===== config.mk =====
export PLATFORM = sky130hd
export DESIGN_NAME = clause_stream_evaluator
export DESIGN_NICKNAME = d
export VERILOG_FILES = /design/src/rtl/sat_pkg.sv /design/src/rtl/clause_eval.sv /design/src/rtl/clause_stream_evaluator.sv
export SDC_FILE = /design/constraint.sdc
export NUM_CORES = 1
export LEC_CHECK = 0
export CAP_MARGIN = 30
export CORE_MARGIN = 2
export CORE_UTILIZATION = 45
export CTS_CLUSTER_SIZE = 30
export DETAILED_ROUTE_END_ITERATION = 10
export GPL_TIMING_DRIVEN = 1
export HOLD_SLACK_MARGIN = 0.15
export PLACE_DENSITY = 0.77
export SYNTH_ARGS = -nofsm -noshare
export SYNTH_HDL_FRONTEND = slang
export SYNTH_SLANG_ARGS = --single-unit

===== constraint.sdc =====
create_clock -name clk -period 2 [get_ports clk]
set_input_delay 0.4 -clock clk [delete_from_list [all_inputs] [get_ports clk]]
set_output_delay 0.4 -clock clk [all_outputs]
set_load 0.05 [all_outputs]

===== src/rtl/sat_pkg.sv =====
// Shared literal layout and sequencer state encoding for the clause evaluation path.
// Literal slot layout, MSB first: {used, neg, var_idx[VW-1:0]}.
package sat_pkg;

    localparam int unsigned LIT_VW = 4;

    // Struct view at the default index width; other widths use the offset helpers.
    typedef struct packed {
        logic              used;
        logic              neg;
        logic [LIT_VW-1:0] var_idx;
    } lit_t;

    typedef enum logic [1:0] {
        IDLE,
        RUN,
        DRAIN,
        FIN
    } state_t;

    function automatic int unsigned lit_width(input int unsigned vw);
        return vw + 2;
    endfunction

    function automatic int unsigned used_off(input int unsigned vw);
        return vw + 1;
    endfunction

    function automatic int unsigned neg_off(input int unsigned vw);
        return vw;
    endfunction

endpackage


===== src/rtl/clause_eval.sv =====
// Combinational clause check: unsat is 1 when no used literal of the word is true.
module clause_eval
    import sat_pkg::*;
#(
    parameter int unsigned NUM_VARS = 16,
    parameter int unsigned MAX_LITS = 4,
    parameter int unsigned VW       = $clog2(NUM_VARS)
) (
    input  logic [MAX_LITS*(VW+2)-1:0] clause_word,
    input  logic [NUM_VARS-1:0]        assignment,
    output logic                       unsat
);

    localparam int unsigned LW       = lit_width(VW);
    localparam int unsigned USED_BIT = used_off(VW);
    localparam int unsigned NEG_BIT  = neg_off(VW);

    logic [MAX_LITS-1:0] lit_true;
    logic [LW-1:0]       slot;
    logic [VW-1:0]       idx;

    // Out-of-range variable indices make the literal false.
    always_comb begin
        lit_true = '0;
        slot     = '0;
        idx      = '0;
        for (int unsigned j = 0; j < MAX_LITS; j++) begin
            slot        = clause_word[j*LW +: LW];
            idx         = slot[VW-1:0];
            lit_true[j] = slot[USED_BIT] && (32'(idx) < NUM_VARS) &&
                          (assignment[idx] ^ slot[NEG_BIT]);
        end
    end

    assign unsat = ~|lit_true;

endmodule


===== src/rtl/clause_stream_evaluator.sv =====
// Walks the clause ROM against a latched assignment, reporting one unsat flag per cycle
// two cycles after each address; pulses sticky_clear at pass start and done at the end.
module clause_stream_evaluator
    import sat_pkg::*;
#(
    parameter  int unsigned NUM_VARS    = 16,
    parameter  int unsigned MAX_LITS    = 4,
    parameter  int unsigned NUM_CLAUSES = 32,
    localparam int unsigned VW          = $clog2(NUM_VARS),
    localparam int unsigned AW          = $clog2(NUM_CLAUSES)
) (
    input  logic                       clk,
    input  logic                       reset,
    input  logic                       start,
    input  logic [AW:0]                num_clauses,
    input  logic [NUM_VARS-1:0]        assignment,
    output logic [AW-1:0]              clause_addr,
    output logic                       clause_rd,
    input  logic [MAX_LITS*(VW+2)-1:0] clause_data,
    output logic                       clause_valid,
    output logic                       clause_unsat,
    output logic [AW-1:0]              clause_idx,
    output logic                       sticky_clear,
    output logic                       busy,
    output logic                       done
);

    localparam int unsigned CW    = AW + 1;
    localparam logic [CW-1:0] MAX_N = CW'(NUM_CLAUSES);

    state_t              state;
    logic [NUM_VARS-1:0] assignment_q;
    logic [CW-1:0]       n_q;
    logic                rd_d1;
    logic [AW-1:0]       idx_d1;
    logic                unsat_comb;
    logic                last_issue;

    assign last_issue = ({1'b0, clause_addr} == n_q - 1'b1);

    always_ff @(posedge clk or posedge reset) begin
        if (reset) begin
            state        <= IDLE;
            assignment_q <= '0;
            n_q          <= '0;
            clause_addr  <= '0;
            clause_rd    <= 1'b0;
            sticky_clear <= 1'b0;
            busy         <= 1'b0;
            done         <= 1'b0;
        end else begin
            sticky_clear <= 1'b0;
            done         <= 1'b0;
            case (state)
                IDLE: begin
                    if (start) begin
                        assignment_q <= assignment;
                        n_q          <= (num_clauses > MAX_N) ? MAX_N : num_clauses;
                        clause_addr  <= '0;
                        sticky_clear <= 1'b1;
                        if (num_clauses != '0) begin
                            state     <= RUN;
                            clause_rd <= 1'b1;
                            busy      <= 1'b1;
                        end else begin
                            state <= FIN;
                            done  <= 1'b1;
                        end
                    end
                end
                RUN: begin
                    if (last_issue) begin
                        state     <= DRAIN;
                        clause_rd <= 1'b0;
                    end else begin
                        clause_addr <= clause_addr + 1'b1;
                    end
                end
                // Final result is on the outputs once nothing remains in the read stage.
                DRAIN: begin
                    if (clause_valid && !rd_d1) begin
                        state <= FIN;
                        busy  <= 1'b0;
                        done  <= 1'b1;
                    end
                end
                FIN:     state <= IDLE;
                default: state <= IDLE;
            endcase
        end
    end

    clause_eval #(
        .NUM_VARS (NUM_VARS),
        .MAX_LITS (MAX_LITS),
        .VW       (VW)
    ) u_eval (
        .clause_word (clause_data),
        .assignment  (assignment_q),
        .unsat       (unsat_comb)
    );

    always_ff @(posedge clk or posedge reset) begin
        if (reset) begin
            rd_d1        <= 1'b0;
            idx_d1       <= '0;
            clause_valid <= 1'b0;
            clause_unsat <= 1'b0;
            clause_idx   <= '0;
        end else begin
            rd_d1        <= clause_rd;
            idx_d1       <= clause_addr;
            clause_valid <= rd_d1;
            clause_unsat <= rd_d1 & unsat_comb;
            if (rd_d1) begin
                clause_idx <= idx_d1;
            end
        end
    end

endmodule


# Word level (Yosys, flattened, before mapping)

Cells that the tools add are included.

Register bits after elaboration: 46
Bits of input ports: 49
Output and inout port bits: 16
Logic and storage cells: 80

$add $sub $neg: 2
$lt $le $gt $ge: 5
Equal/unequal tests: 9
Muxes and demuxes: 29
Bitwise logic cells: 5
Reductions and logical operators: 17

Operators by type and width:

| cell                  | count |
|---|---|
| $lt A4 B5 Y1 const B  | 4 |
| $bmux W1 S4           | 4 |
| $mux W1               | 13 |
| $mux W5               | 2 |
| $ne A2 B2 Y1 const B  | 5 |
| $pmux W5 S2           | 1 |
| $mux W2               | 4 |
| $pmux W2 S4           | 1 |
| $reduce_and A4 Y1     | 2 |
| $eq A5 B6 Y1          | 1 |
| $gt A6 B6 Y1 const B  | 1 |
| $mux W6               | 1 |
| $pmux W1 S2           | 3 |
| $reduce_and A3 Y1     | 2 |
| $reduce_bool A6 Y1    | 1 |
| $sub A6 B1 Y6 const B | 1 |
| $add A5 B1 Y5 const B | 1 |
| $logic_and A1 B1 Y1   | 5 |
| $eq A2 B2 Y1 const B  | 2 |
| $reduce_bool A2 Y1    | 2 |
| $reduce_or A4 Y1      | 1 |
| $xor A1 B1 Y1         | 4 |
| $eq A2 B1 Y1 const B  | 1 |
| $logic_not A1 Y1      | 2 |
| other kinds (3)       | 3 |

# Logic depth before layout (Yosys ltp)

Gate-level depths: netlist of run 1.

Word-level depth: 7
Gate-level depth with buffers: 8

# Hierarchy

Synthesis of run 1 repeated with hierarchy kept, for this count alone.

Cell total of the unflattened synthesis: 233
Area, all modules: 2683.8 um^2

Modules (own cells, without submodules):

| module                  | times used | cells each | area each (um^2) | sequential area each (um^2) |
|---|---|---|---|---|
| clause_stream_evaluator | 1          | 175        | 2047.0           | 1151.1 |
| clause_eval             | 1          | 58         | 636.9            | 0.0 |

# Worst setup path before layout of run 1

Ideal clock, no wire load.

Path kind: register to register
Start point: register clause_addr[2]
End point: register clause_addr[3]
Setup time: 80 ps
Arrival time: 2052 ps
Setup slack: -131 ps
Stages on the path, launching flop included: 7
Path buffers: 0
Period minus slack after synthesis: 2131 ps
Path through: dfrtp_1 xnor3_1 a32oi_1 a2111oi_2 a21oi_2 nand4_1 mux2i_1

Longest elaborated chain between the ends: 3
Elaborated cells on any way between the ends: 6
Those cells by class: add/sub: 1; eq/ne: 2; mux: 2; reduce/logical: 1

RTL lines:

| what                                             | line                                                         | text |
|---|---|---|
| start: declaration                               | clause_stream_evaluator.sv:17                                | `output logic [AW-1:0] clause_addr,` |
| start signal: assignment                         | clause_stream_evaluator.sv:76                                | `clause_addr <= clause_addr + 1'b1;` |
| $add A5 B1 Y5 or $eq A5 B6 Y1 (tied branches)    | clause_stream_evaluator.sv:76, clause_stream_evaluator.sv:39 |  |
| $mux W5 or $ne A2 B2 Y1 (tied branches)          | n/a                                                          |  |
| $pmux W5 S2 or $reduce_and A3 Y1 (tied branches) | n/a                                                          |  |

Parallel ways exist; a longest one is shown, timed or not. The select of a mux whose other input is x is not followed.
A chain may end at the register's enable or synchronous reset.

# Final worst setup path of run 1

Start point: register n_q[0]
End point: register clause_addr[3]

Longest elaborated chain between the ends: 4

RTL lines:

| what                        | line                          | text |
|---|---|---|
| start: declaration          | clause_stream_evaluator.sv:33 | `logic [CW-1:0] n_q;` |
| start signal: assignment    | clause_stream_evaluator.sv:58 | `n_q <= (num_clauses > MAX_N) ? MAX_N : num_clauses;` |
| $sub A6 B1 Y6               | clause_stream_evaluator.sv:39 | `assign last_issue = ({1'b0, clause_addr} == n_q - 1'b1);` |
| $eq A5 B6 Y1                | clause_stream_evaluator.sv:39 |  |
| $ne A2 B2 Y1 (no line)      | n/a                           |  |
| $reduce_and A3 Y1 (no line) | n/a                           |  |

No other way between the ends.

==> Flow_metrics.wiki, run 1 <==
{| class="wikitable"
! Metric !! Value
|-
| Multiplexer fraction of the synthesized cell area || around 28%
|-
| Std-Cell Rows || 27
|-
| Input/output buffers || 64
|-
| Signed area change from the synthesized netlist to the final layout || 42.13%
|-
| Total inserted antenna cells || 0
|-
| Maximum fanout along the worst path || 6
|-
| Number of antenna violations at the first check in global routing || 0
|-
| Kind of start point of the critical path || flip-flop
|-
| Met2 routed WL || 3.046 mm
|-
| Post-detailed-route DRC marker count || 0
|-
| Metal1 wirelength || slightly below 3 mm
|-
| Post-route clock period utilization || 100.5%
|-
| Dominant register cell in the synthesized netlist || sky130_fd_sc_hd__dfrtp_1
|-
| Worst Setup End Kind || flip-flop
|-
| Peak ir drop on the vdd network || between 0.2 and 0.3 mV
|-
| Count of cells along the worst register-to-register path || 8
|-
| Clock insertion delay at the later pin of the skew report || between 300 and 400 ps
|-
| CTS Root Cell || sky130_fd_sc_hd__clkbuf_8
|-
| Number of standard cells after synthesis || approximately 210
|-
| Vias || 2085
|-
| Post-synthesis instance area || between 2000 and 3000 µm²
|-
| Slew Limit Headroom || between 60% and 70%
|-
| Number of global-route vias before repair || roughly 2100
|-
| Result of the run || finished with violations
|-
| Synth Area in Simple Gates || 9.073%
|-
| Final max-slew violation count || 0
|-
| Largest family of logic cells by synthesized area || multiplexers
|-
| Final standard cell utilization of the core || roughly two thirds
|-
| Sequential fraction of the synthesis area || between 40% and 50%
|-
| Min cycle time layout || roughly 2000 ps
|-
| Adder-cell area share of the yosys netlist || ~2.4%
|-
| Number of I/O pins || 65
|-
| Global-route wire length before repair || 10.40 mm
|-
| Routed wire length per instance || ~17 µm
|-
| Share of the synthesized area in compound gates (AO/OA/AOI/OAI) || just over 10%
|-
| Number of buffers on the longest clock path || 2
|-
| Wirelength, routed || about 6.4 mm
|-
| Worst endpoint required time || 2220 ps
|-
| Initial Utilization || a little under half
|-
| Fin Clk Skew || 8.018 ps
|-
| Met3 routed WL || between 200 and 300 µm
|-
| Drt first-iter violations || 169
|-
| Arrival time worst endpoint || ~2200 ps
|-
| TritonCTS clock tree || yes
|-
| GR Util All Layers || a little over a fifth
|-
| Leakage power of the design || 1.680 nW
|-
| GRT Residual Overflow || 0
|-
| Final Hold Violating Endpoints || 0
|-
| Number of enable flip-flop cells after synthesis || 0
|-
| Transition time at the pin with the least slew margin || between 400 and 500 ps
|-
| Fill cell total of the finished layout || between 400 and 500
|-
| Post-Place Setup Slack || -539.4 ps
|-
| Count of unique library cells instantiated by Yosys || 40
|-
| Fraction of synthesized cell area in xor and xnor cells || under 10%
|-
| Top area cells in the synthesized netlist || sky130_fd_sc_hd__dfrtp_1 (44%), sky130_fd_sc_hd__mux2_2 (10%), sky130_fd_sc_hd__mux4_2 (8.7%)
|-
| Ranking of synthesized cells by instance count || sky130_fd_sc_hd__dfrtp_1 (46), sky130_fd_sc_hd__mux2_2 (23), sky130_fd_sc_hd__o21ai_0 (17), sky130_fd_sc_hd__mux2i_1 (15), sky130_fd_sc_hd__inv_1 (13)
|-
| Worst setup margin || -9.053 ps
|-
| Setup repair after global routing missed its margin || true
|-
| Total core area || roughly 5500 µm²
|-
| Synth area leader || sky130_fd_sc_hd__dfrtp_1
|-
| Detailed-placement wirelength estimate || approximately 4.8 mm
|-
| Hold-fix buffer count after cts || 0
|-
| Slack of the worst reg-to-reg path || -9 ps
|-
| Share of Yosys cell area claimed by the top area cell type || 44.40%
|-
| Net total in the final layout || between 300 and 400
|-
| Synth Warn # || 0
|-
| Total of flip-flops plus latches after synthesis || 46
|-
| Synthesized Nets || 268
|-
| Area of the die || around 6400 µm²
|-
| Largest net degree at the start of global routing || 30
|-
| Die boundary height || between 70 and 80 µm
|-
| Weighted congestion at the end of routability-driven global placement || 0.9506
|-
| Overall die width || roughly 80 µm
|-
| Power density cells || 473.6 nW/µm²
|-
| # clock sinks || 46
|-
| Max Freq || ~0.5 GHz
|-
| Critical path start-end classification || reg -> reg
|-
| Top routing layer in use || met4
|-
| Clock edge transition at the registers on the reported setup and hold paths || around 100 ps
|-
| Post-detailed-route count of antenna-violating nets || 0
|-
| Share of async-settable or async-resettable flops after synthesis || 100.0%
|-
| Max-cap viol count || 0
|-
| Mean post-synth cell area || 12.11 µm²
|-
| Most frequent cell after synthesis || sky130_fd_sc_hd__dfrtp_1
|-
| Total CTS buffers || 5
|-
| Detailed-routing iteration count for the pre-antenna-repair pass || 4
|-
| Deepest level of the CTS H-tree || 2
|-
| Violations in the final reports || negative setup slack
|-
| Detail-routed via count per cell || about 5.5
|-
| Final-report setup violation count || 1
|-
| Path class of the lowest-slack min-delay path || in -> async
|-
| Worst hold margin || 377.8 ps
|-
| Layout cell share with drive strength beyond 1 || 31.72%
|}
==> cell type report <==
type                    count  area (µm²)  area share [%]
multi-input cells         148        1419           38.51
inverters                  13       48.80           1.324
well taps                  72       90.09           2.445
repair buffers             94       872.1           23.67
clock buffers               6       82.58           2.241
clock inverters             2       16.27          0.4414
flip-flops and latches     46        1156           31.38
==> layout by cell type (no fill, tap or decap), types with 3 or more instances in the layout <==
cell,count
sky130_fd_sc_hd__a21oi_1,4
sky130_fd_sc_hd__buf_4,32
sky130_fd_sc_hd__clkbuf_8,6
sky130_fd_sc_hd__clkdlybuf4s50_1,56
sky130_fd_sc_hd__dfrtp_1,42
sky130_fd_sc_hd__dfrtp_2,4
sky130_fd_sc_hd__ha_1,4
sky130_fd_sc_hd__inv_1,10
sky130_fd_sc_hd__inv_2,3
sky130_fd_sc_hd__mux2_2,23
sky130_fd_sc_hd__mux2i_1,13
sky130_fd_sc_hd__mux4_2,12
sky130_fd_sc_hd__nand2_1,12
sky130_fd_sc_hd__nand2b_1,5
sky130_fd_sc_hd__nand3_1,4
sky130_fd_sc_hd__nand3b_1,4
sky130_fd_sc_hd__nand4_1,3
sky130_fd_sc_hd__nor2_1,5
sky130_fd_sc_hd__nor3_1,3
sky130_fd_sc_hd__o21ai_0,15
sky130_fd_sc_hd__xnor2_1,7
==> stage by stage <==
step	instance area [µm²]	instances	total power [mW]	TNS [ps]
after floorplan	2616	214	1.002	0
after global placement	3503	367	1.136	-458.4
after detailed placement	3503	367	1.139	-543.6
after CTS	3638	378	1.755	-1.983
after global routing	3685	381	1.813	-223.5
final	3685	381	1.745	-9.053
==> worst paths after layout <==
kind | from | end
max | n_q[0] | clause_addr[3]
min | reset | assignment_q[15]
max reg2reg | n_q[0] | clause_addr[3]
min reg2reg | clause_rd | rd_d1
max in group asynchronous | reset | clause_addr[0]
min in group clk | clause_rd | rd_d1
==> critical path, cell delays in order, from the launching register on <==
cell	delay (ps)
sky130_fd_sc_hd__dfrtp_1	390
sky130_fd_sc_hd__inv_2	90
sky130_fd_sc_hd__ha_4	210
sky130_fd_sc_hd__xnor2_1	120
sky130_fd_sc_hd__a311o_1	310
sky130_fd_sc_hd__a2111oi_4	280
sky130_fd_sc_hd__a21oi_2	160
sky130_fd_sc_hd__nand4_1	150
sky130_fd_sc_hd__mux2i_1	210
==> per-layer routing <==
layer,global-route usage [%],up-vias
met4,9.831,0
met1,28.78,1026
met2,34.58,59
met3,2.941,14
met5,0,-
li1,-,986
==> power breakdown <==
part,total [mW],internal (mW),switching [mW]
logic,0.190,0.120,0.0700
clock network,0.626,0.285,0.341
registers,0.929,0.929,0
total,1.75,1.33,0.411
==> kinds of logic (layout without fill, tap and decap cells) <==
logic type	count (synthesis)	count (layout)
adder cells (fa/ha/maj)	5	5
XOR/XNOR	9	9
buffers and inverters	20	115
multiplexers	51	51
AND/OR/NAND/NOR	44	44
AO/OA/AOI/OAI	39	39
flip-flops	46	46
==> state kept, by name, indices dropped and copies added, names as in the netlist <==
| name | count |
|---|---|
| assignment_q | 16 |
| busy | 1 |
| clause_addr | 5 |
| clause_idx | 5 |
| clause_rd | 1 |
| clause_unsat | 1 |
| clause_valid | 1 |
| done | 1 |
| idx_d1 | 5 |
| n_q | 6 |
| rd_d1 | 1 |
| state | 2 |
| sticky_clear | 1 |
==> what timing repair did <==
action,in CTS,in global routing
cloned,0,0
resized for setup,7,13
endpoints found under the setup margin,4,9
buffers inserted,3,3
pin swaps,2,7
Note: power is estimated with default switching activity, not from simulation.
==> run 2: changes to the inputs <==
--- a/config.mk
+++ b/config.mk
@@ -7,12 +7,13 @@
 export LEC_CHECK = 0
 export CAP_MARGIN = 30
 export CORE_MARGIN = 2
-export CORE_UTILIZATION = 45
+export CORE_UTILIZATION = 53
 export CTS_CLUSTER_SIZE = 30
 export DETAILED_ROUTE_END_ITERATION = 10
+export GPL_ROUTABILITY_DRIVEN = 0
 export GPL_TIMING_DRIVEN = 1
 export HOLD_SLACK_MARGIN = 0.15
-export PLACE_DENSITY = 0.77
+export PLACE_DENSITY = 0.85
 export SYNTH_ARGS = -nofsm -noshare
 export SYNTH_HDL_FRONTEND = slang
 export SYNTH_SLANG_ARGS = --single-unit
==> constraint.sdc (replaced) <==
create_clock -name clk -period 2.6 [get_ports clk]
set_input_delay 0.52 -clock clk [delete_from_list [all_inputs] [get_ports clk]]
set_output_delay 0.52 -clock clk [all_outputs]
set_load 0.05 [all_outputs]
==> Flow_metrics.wiki, run 2 (synthesis results as in run 1) <==
{| class="wikitable"
! Metric !! Value
|-
| Setup repair after global routing missed its margin || false
|-
| Cell count of the worst hold path || 0
|-
| Final-report setup violation count || 0
|-
| Number of I/O pins || 65
|-
| Register containing the most flip-flops in the final layout || assignment_q
|-
| Detail-routed via count per cell || between 5 and 6
|-
| Initial Utilization || between 50% and 60%
|-
| Count of cells along the worst register-to-register path || 8
|-
| Peak ir drop on the vdd network || around 0.24 mV
|-
| CTS Root Cell || sky130_fd_sc_hd__clkbuf_8
|-
| TritonCTS clock tree || yes
|-
| Worst setup margin || 248.8 ps
|-
| Die boundary height || between 70 and 80 µm
|-
| Post_cts resized || 0
|-
| Vias || 2067
|-
| Area of placed instances || ~3300 µm²
|-
| Most common cell after layout, fill and taps aside || sky130_fd_sc_hd__clkdlybuf4s50_1
|-
| Post-route clock period utilization || 90.43%
|-
| # clock sinks || 46
|-
| Max FFs per register || 16
|-
| Arrival time worst endpoint || between 2000 and 3000 ps
|-
| Detailed-routing iteration count for the pre-antenna-repair pass || 4
|-
| Final Hold Violating Endpoints || 0
|-
| Routed wire length per instance || ~18 µm
|-
| GR Util All Layers || between 20% and 30%
|-
| Transition time at the pin with the least slew margin || approximately 580 ps
|-
| Overall die width || around 74 µm
|-
| Post-detailed-route DRC marker count || 0
|-
| Area of the die || roughly 5500 µm²
|-
| Power density cells || between 300 and 400 nW/µm²
|-
| Max Freq || 0.4253 GHz
|-
| Count of buffers added by post-CTS timing repair for setup || 0
|-
| Number of buffers on the longest clock path || 2
|-
| End point of the most critical hold path || rd_d1
|-
| FF-to-FF End || clause_addr[3]
|-
| Fill cell total of the finished layout || 327
|-
| Signed area change from the synthesized netlist to the final layout || 31.90%
|-
| Non-Filler Cell Area, Final || roughly 3400 µm²
|-
| Detailed-placement wirelength estimate || approximately 4.6 mm
|-
| Std-Cell Rows || 25
|-
| Number of antenna violations at the first check in global routing || 0
|-
| Result of the run || complete, no violations
|-
| Slack of the worst reg-to-reg path || 340 ps
|-
| Total inserted antenna cells || 0
|-
| Largest registers || assignment_q x16, n_q x6
|-
| Maximum fanout along the worst path || 4
|-
| GRT Residual Overflow || 0
|-
| Input/output buffers || 64
|-
| Origin of the worst min-delay path || clause_rd
|-
| Max-cap viol count || 0
|-
| Most frequent cells in the layout || sky130_fd_sc_hd__clkdlybuf4s50_1 (64), sky130_fd_sc_hd__dfrtp_1 (46), sky130_fd_sc_hd__mux2_2 (23), sky130_fd_sc_hd__o21ai_0 (17), sky130_fd_sc_hd__mux2i_1 (15)
|-
| Drt first-iter violations || 150
|-
| Post-Place Setup Slack || -59.66 ps
|-
| Worst Setup End Kind || flip-flop
|-
| Net total in the final layout || 337
|-
| Wirelength, routed || 6.187 mm
|-
| Global-route wire length before repair || 9.660 mm
|-
| Kind of start point of the critical path || input port
|-
| Clock insertion delay at the later pin of the skew report || approximately 300 ps
|-
| Clock edge transition at the registers on the reported setup and hold paths || about 90 ps
|-
| Total core area || approximately 4700 µm²
|-
| Final max-slew violation count || 0
|-
| Number of global-route vias before repair || ~2000
|-
| Largest net degree at the start of global routing || 47
|-
| Deepest level of the CTS H-tree || 2
|-
| Critical path start-end classification || in -> reg
|-
| Min cycle time layout || about 2400 ps
|-
| Fin Clk Skew || ~14 ps
|-
| Reg-to-reg critical path startpoint || n_q[0]
|-
| Leakage power of the design || 1.557 nW
|-
| Post-detailed-route count of antenna-violating nets || 0
|-
| Slew Limit Headroom || 61.53%
|-
| Path class of the lowest-slack min-delay path || reg -> reg
|-
| Hold-fix buffer count after cts || 0
|-
| Total CTS buffers || 5
|-
| Layout cell share with drive strength beyond 1 || approximately a fifth
|-
| Worst endpoint required time || about 2800 ps
|}
-- run 2: changes by cell type in the layout (fill, tap and decap cells not counted), moves of 2 or more --
cell / delta
sky130_fd_sc_hd__o21ai_0: +2
sky130_fd_sc_hd__clkdlybuf4s50_1: +8
sky130_fd_sc_hd__inv_1: +2
sky130_fd_sc_hd__dlygate4sd2_1: -2
sky130_fd_sc_hd__mux4_1: +2
sky130_fd_sc_hd__inv_2: -2
sky130_fd_sc_hd__o21ai_1: -2
sky130_fd_sc_hd__mux2i_1: +2
sky130_fd_sc_hd__buf_4: -27
sky130_fd_sc_hd__mux4_2: -2
sky130_fd_sc_hd__mux2i_2: -2
sky130_fd_sc_hd__dfrtp_2: -4
sky130_fd_sc_hd__dfrtp_1: +4
-- run 2: stage by stage --
step	power [mW]	cells	TNS [ps]	hold WS [ps]	util [%]
2_1_floorplan	0.7704	214	0	351.9	-
3_3_place_gp	0.8666	343	0	424.0	70.46
3_5_place_dp	0.8692	343	-59.66	409.4	70.46
4_1_cts	1.312	351	0	436.1	72.40
5_1_grt	1.348	351	0	473.6	72.40
6_report	1.303	351	0	436.7	72.40
-- run 2: final cells by class --
type / instances / area [µm²] / share of cell area, %
Multi-Input combinational cell: 148 / 1366 / 39.96
Sequential cell: 46 / 1151 / 33.66
Timing Repair Buffer: 69 / 678.2 / 19.83
Clock buffer: 7 / 86.33 / 2.525
Tap cell: 67 / 83.83 / 2.452
Inverter: 13 / 48.80 / 1.427
Clock inverter: 1 / 5.005 / 0.1464
-- run 2: worst max path at each step --
stage | start | endpoint | slack, ps | cells past startpoint
5_1_grt | n_q[0] | clause_addr[3] | 80 | 8
3_5_place_dp | clause_data[13] | clause_unsat | -60 | 7
4_1_cts | clause_data[13] | clause_unsat | 250 | 7
6_report | clause_data[13] | clause_unsat | 250 | 7
3_3_place_gp | clause_data[13] | clause_unsat | 10 | 7
2_1_floorplan | clause_addr[2] | clause_addr[3] | 470 | 6
-- run 2: power breakdown --
group          internal, mW  switching (mW)  total (mW)
combinational        0.0874          0.0536       0.141
clock                 0.215           0.233       0.448
sequential            0.715               0       0.715
-- run 2: critical path: stages --
cell and delay (ps):
sky130_fd_sc_hd__clkdlybuf4s50_1 560, sky130_fd_sc_hd__mux4_1 580, sky130_fd_sc_hd__mux2_2 290, sky130_fd_sc_hd__a22oi_2 200
sky130_fd_sc_hd__xnor2_1 140, sky130_fd_sc_hd__a21oi_1 80, sky130_fd_sc_hd__and3_1 170
-- run 2: per-layer routing --
layer | vias to the layer above | global-route usage (%) | part of all wire (%)
li1 | 935 | - | -
met4 | 0 | 8.283 | 2.4
met2 | 93 | 40.67 | 50
met3 | 16 | 2.710 | 6.9
met1 | 1023 | 31.27 | 40
met5 | - | 0 | 0
==> run 3: changes to the inputs <==
--- a/config.mk
+++ b/config.mk
@@ -6,14 +6,16 @@
 export NUM_CORES = 1
 export LEC_CHECK = 0
 export CAP_MARGIN = 30
+export CELL_PAD_IN_SITES_DETAIL_PLACEMENT = 2
+export CELL_PAD_IN_SITES_GLOBAL_PLACEMENT = 2
 export CORE_MARGIN = 2
-export CORE_UTILIZATION = 53
+export CORE_UTILIZATION = 34
 export CTS_CLUSTER_SIZE = 30
 export DETAILED_ROUTE_END_ITERATION = 10
 export GPL_ROUTABILITY_DRIVEN = 0
 export GPL_TIMING_DRIVEN = 1
 export HOLD_SLACK_MARGIN = 0.15
-export PLACE_DENSITY = 0.85
+export PLACE_DENSITY_LB_ADDON = 0.1
 export SYNTH_ARGS = -nofsm -noshare
 export SYNTH_HDL_FRONTEND = slang
 export SYNTH_SLANG_ARGS = --single-unit
==> Flow_metrics.wiki, run 3 (synthesis results as in run 1) <==
{| class="wikitable"
! Metric !! Value
|-
| Result of the run || complete, no violations
|-
| Setup repair after global routing missed its margin || false
|-
| Vias || 2056
|-
| Maximum fanout along the worst path || 8
|-
| Clock edge transition at the registers on the reported setup and hold paths || roughly 100 ps
|-
| # clock sinks || 46
|-
| Number of antenna violations at the first check in global routing || 0
|-
| Final standard cell utilization of the core || a little under half
|-
| Final max-slew violation count || 0
|-
| Max-cap viol count || 0
|-
| TritonCTS clock tree || yes
|-
| Total Neg Setup Slack || 0 ps
|-
| Number of buffers on the longest clock path || 2
|-
| Comb pwr share || 10.2%
|-
| Routed wire length per instance || between 15 and 20 µm
|-
| Final Hold Violating Endpoints || 0
|-
| Detailed-routing iteration count for the pre-antenna-repair pass || 4
|-
| Post-detailed-route DRC marker count || 0
|-
| Detail-routed via count per cell || about 5.3
|-
| Max FFs per register || 16
|-
| Post-route clock period utilization || between 80% and 90%
|-
| CTS Root Cell || sky130_fd_sc_hd__clkbuf_8
|-
| CP Launch Point || n_q[0]
|-
| Worst Setup End Kind || flip-flop
|-
| Clock insertion delay at the later pin of the skew report || roughly 300 ps
|-
| Net switching power of the design || 0.3262 mW
|-
| Fill cell total of the finished layout || approximately 730
|-
| Arrival time worst endpoint || around 2500 ps
|-
| Register containing the most flip-flops in the final layout || assignment_q
|-
| Initial Utilization || 35.36%
|-
| Leakage power of the design || roughly 1.6 nW
|-
| Global-route wire length before repair || about 12 mm
|-
| Total core area || approximately 7300 µm²
|-
| Sequential cell area || 1151 µm²
|-
| Fin Clk Skew || ~6.5 ps
|-
| Drt first-iter violations || a little under 90
|-
| Path class of the lowest-slack min-delay path || reg -> reg
|-
| Multi-input gate area in the final layout || about 1400 µm²
|-
| Largest registers || assignment_q x16, n_q x6
|-
| Detailed-placement wirelength estimate || approximately 5.6 mm
|-
| Sw frac || between 20% and 30%
|-
| Reg-to-reg critical path startpoint || n_q[0]
|-
| Peak ir drop on the vdd network || around 0.19 mV
|-
| Input/output buffers || between 60 and 70
|-
| Transition time at the pin with the least slew margin || around 740 ps
|-
| Std-Cell Rows || 31
|-
| Flop pwr share || between 50% and 60%
|-
| Deepest level of the CTS H-tree || 2
|-
| GR Util All Layers || 18.99%
|-
| Max Freq || around 0.43 GHz
|-
| Power density cells || about 400 nW/µm²
|-
| Worst endpoint required time || roughly 2800 ps
|-
| Min cycle time layout || approximately 2300 ps
|-
| Layout cell share with drive strength beyond 1 || 19.58%
|-
| Number of I/O pins || 65
|-
| Most frequent cells in the layout || sky130_fd_sc_hd__clkdlybuf4s50_1 (64), sky130_fd_sc_hd__dfrtp_1 (46), sky130_fd_sc_hd__mux2_2 (23), sky130_fd_sc_hd__o21ai_0 (17), sky130_fd_sc_hd__mux2i_1 (15)
|-
| Net total in the final layout || 339
|-
| Post-detailed-route count of antenna-violating nets || 0
|-
| Critical path start-end classification || reg -> reg
|-
| Signed area change from the synthesized netlist to the final layout || 35.33%
|-
| Number of global-route vias before repair || roughly 2300
|-
| Hold-fix buffer count after cts || 0
|-
| Die boundary height || 91.32 µm
|-
| Portion of total power attributed to the clock network || between 30% and 40%
|-
| Slew Limit Headroom || about half
|-
| Overall die width || roughly 90 µm
|-
| Origin of the worst min-delay path || idx_d1[4]
|-
| GRT Residual Overflow || 0
|-
| Kind of start point of the critical path || flip-flop
|-
| Total CTS buffers || 5
|-
| Count of buffers added by post-CTS timing repair for setup || 0
|-
| Wirelength, routed || around 7.4 mm
|-
| Final-report setup violation count || 0
|-
| Most common cell after layout, fill and taps aside || sky130_fd_sc_hd__clkdlybuf4s50_1
|-
| Area of the die || ~8300 µm²
|-
| Largest net degree at the start of global routing || 36
|-
| Total inserted antenna cells || 0
|-
| Design internal power || between 1 and 1.5 mW
|}
[run 3: cell count changes in the layout (fill, tap and decap cells not counted)]
cell                        change
sky130_fd_sc_hd__buf_4          +2
sky130_fd_sc_hd__a2111oi_2      -1
sky130_fd_sc_hd__a2111oi_4      +1
sky130_fd_sc_hd__bufinv_16      +1
sky130_fd_sc_hd__clkbuf_1       -1
sky130_fd_sc_hd__clkbuf_8       -1
sky130_fd_sc_hd__inv_6          +1
[run 3: power groups by stage]
stage	Clock (mW)	Combinational (mW)	Sequential, mW
global placement	0	0.144	0.729
global route	0.599	0.158	0.715
CTS	0.566	0.148	0.715
floorplan	0	0.0414	0.729
detailed placement	0	0.147	0.729
finish	0.559	0.145	0.715
[run 3: final cells by class]
cell class,instances,area share (%)
Tap cell,99,3.531
Sequential cell,46,32.81
Clock inverter,3,1.248
Timing Repair Buffer,71,19.76
Clock buffer,5,1.961
Inverter,13,1.391
Multi-Input combinational cell,148,39.30
[run 3: what timing repair did]
action                     4_1_cts  5_1_grt
gates resized for setup          0        1
hold endpoints to repair         0        0
setup endpoints to repair        0        3
[run 3: path summary, 6_finish.rpt]
kind	endpoint	slack (ps)	cells after the start
worst min register to register	clause_idx[4]	490	1
worst max register to register	clause_addr[2]	270	8
max in group asynchronous	idx_d1[4]	1350	3
worst max-delay path	clause_addr[2]	270	8
min in group asynchronous	n_q[3]	660	2
worst min-delay path	clause_idx[4]	490	1
[run 3: through the flow]
stage / instance area, µm² / setup WS (ps) / instances / total power, mW / hold slack (ps)
after CTS: 3496 / 202.8 / 385 / 1.429 / 486.9
final: 3508 / 272.3 / 385 / 1.419 / 486.2
after global placement: 3383 / 21.33 / 377 / 0.8730 / 424.9
after floorplan: 2592 / 468.8 / 214 / 0.7704 / 351.9
after global routing: 3508 / 79.06 / 385 / 1.472 / 504.0
after detailed placement: 3383 / -34.78 / 377 / 0.8756 / 470.2
[run 3: routing by layer]
layer	up-vias	routed length, µm	global-route usage (%)
li1	943	-	-
met4	0	42	3.030
met1	1053	3470	26.35
met3	4	329	3.734
met2	56	3594	31.48
met5	-	0	0
[run 3: worst max-delay path, cell delays in order, from the launching register on]
cell and delay, ps:
sky130_fd_sc_hd__dfrtp_1 420, sky130_fd_sc_hd__inv_1 90, sky130_fd_sc_hd__ha_1 240, sky130_fd_sc_hd__xnor3_1 340, sky130_fd_sc_hd__a32oi_1 280, sky130_fd_sc_hd__a2111oi_4 120
sky130_fd_sc_hd__a21oi_2 360, sky130_fd_sc_hd__a21oi_1 140, sky130_fd_sc_hd__a31o_2 230
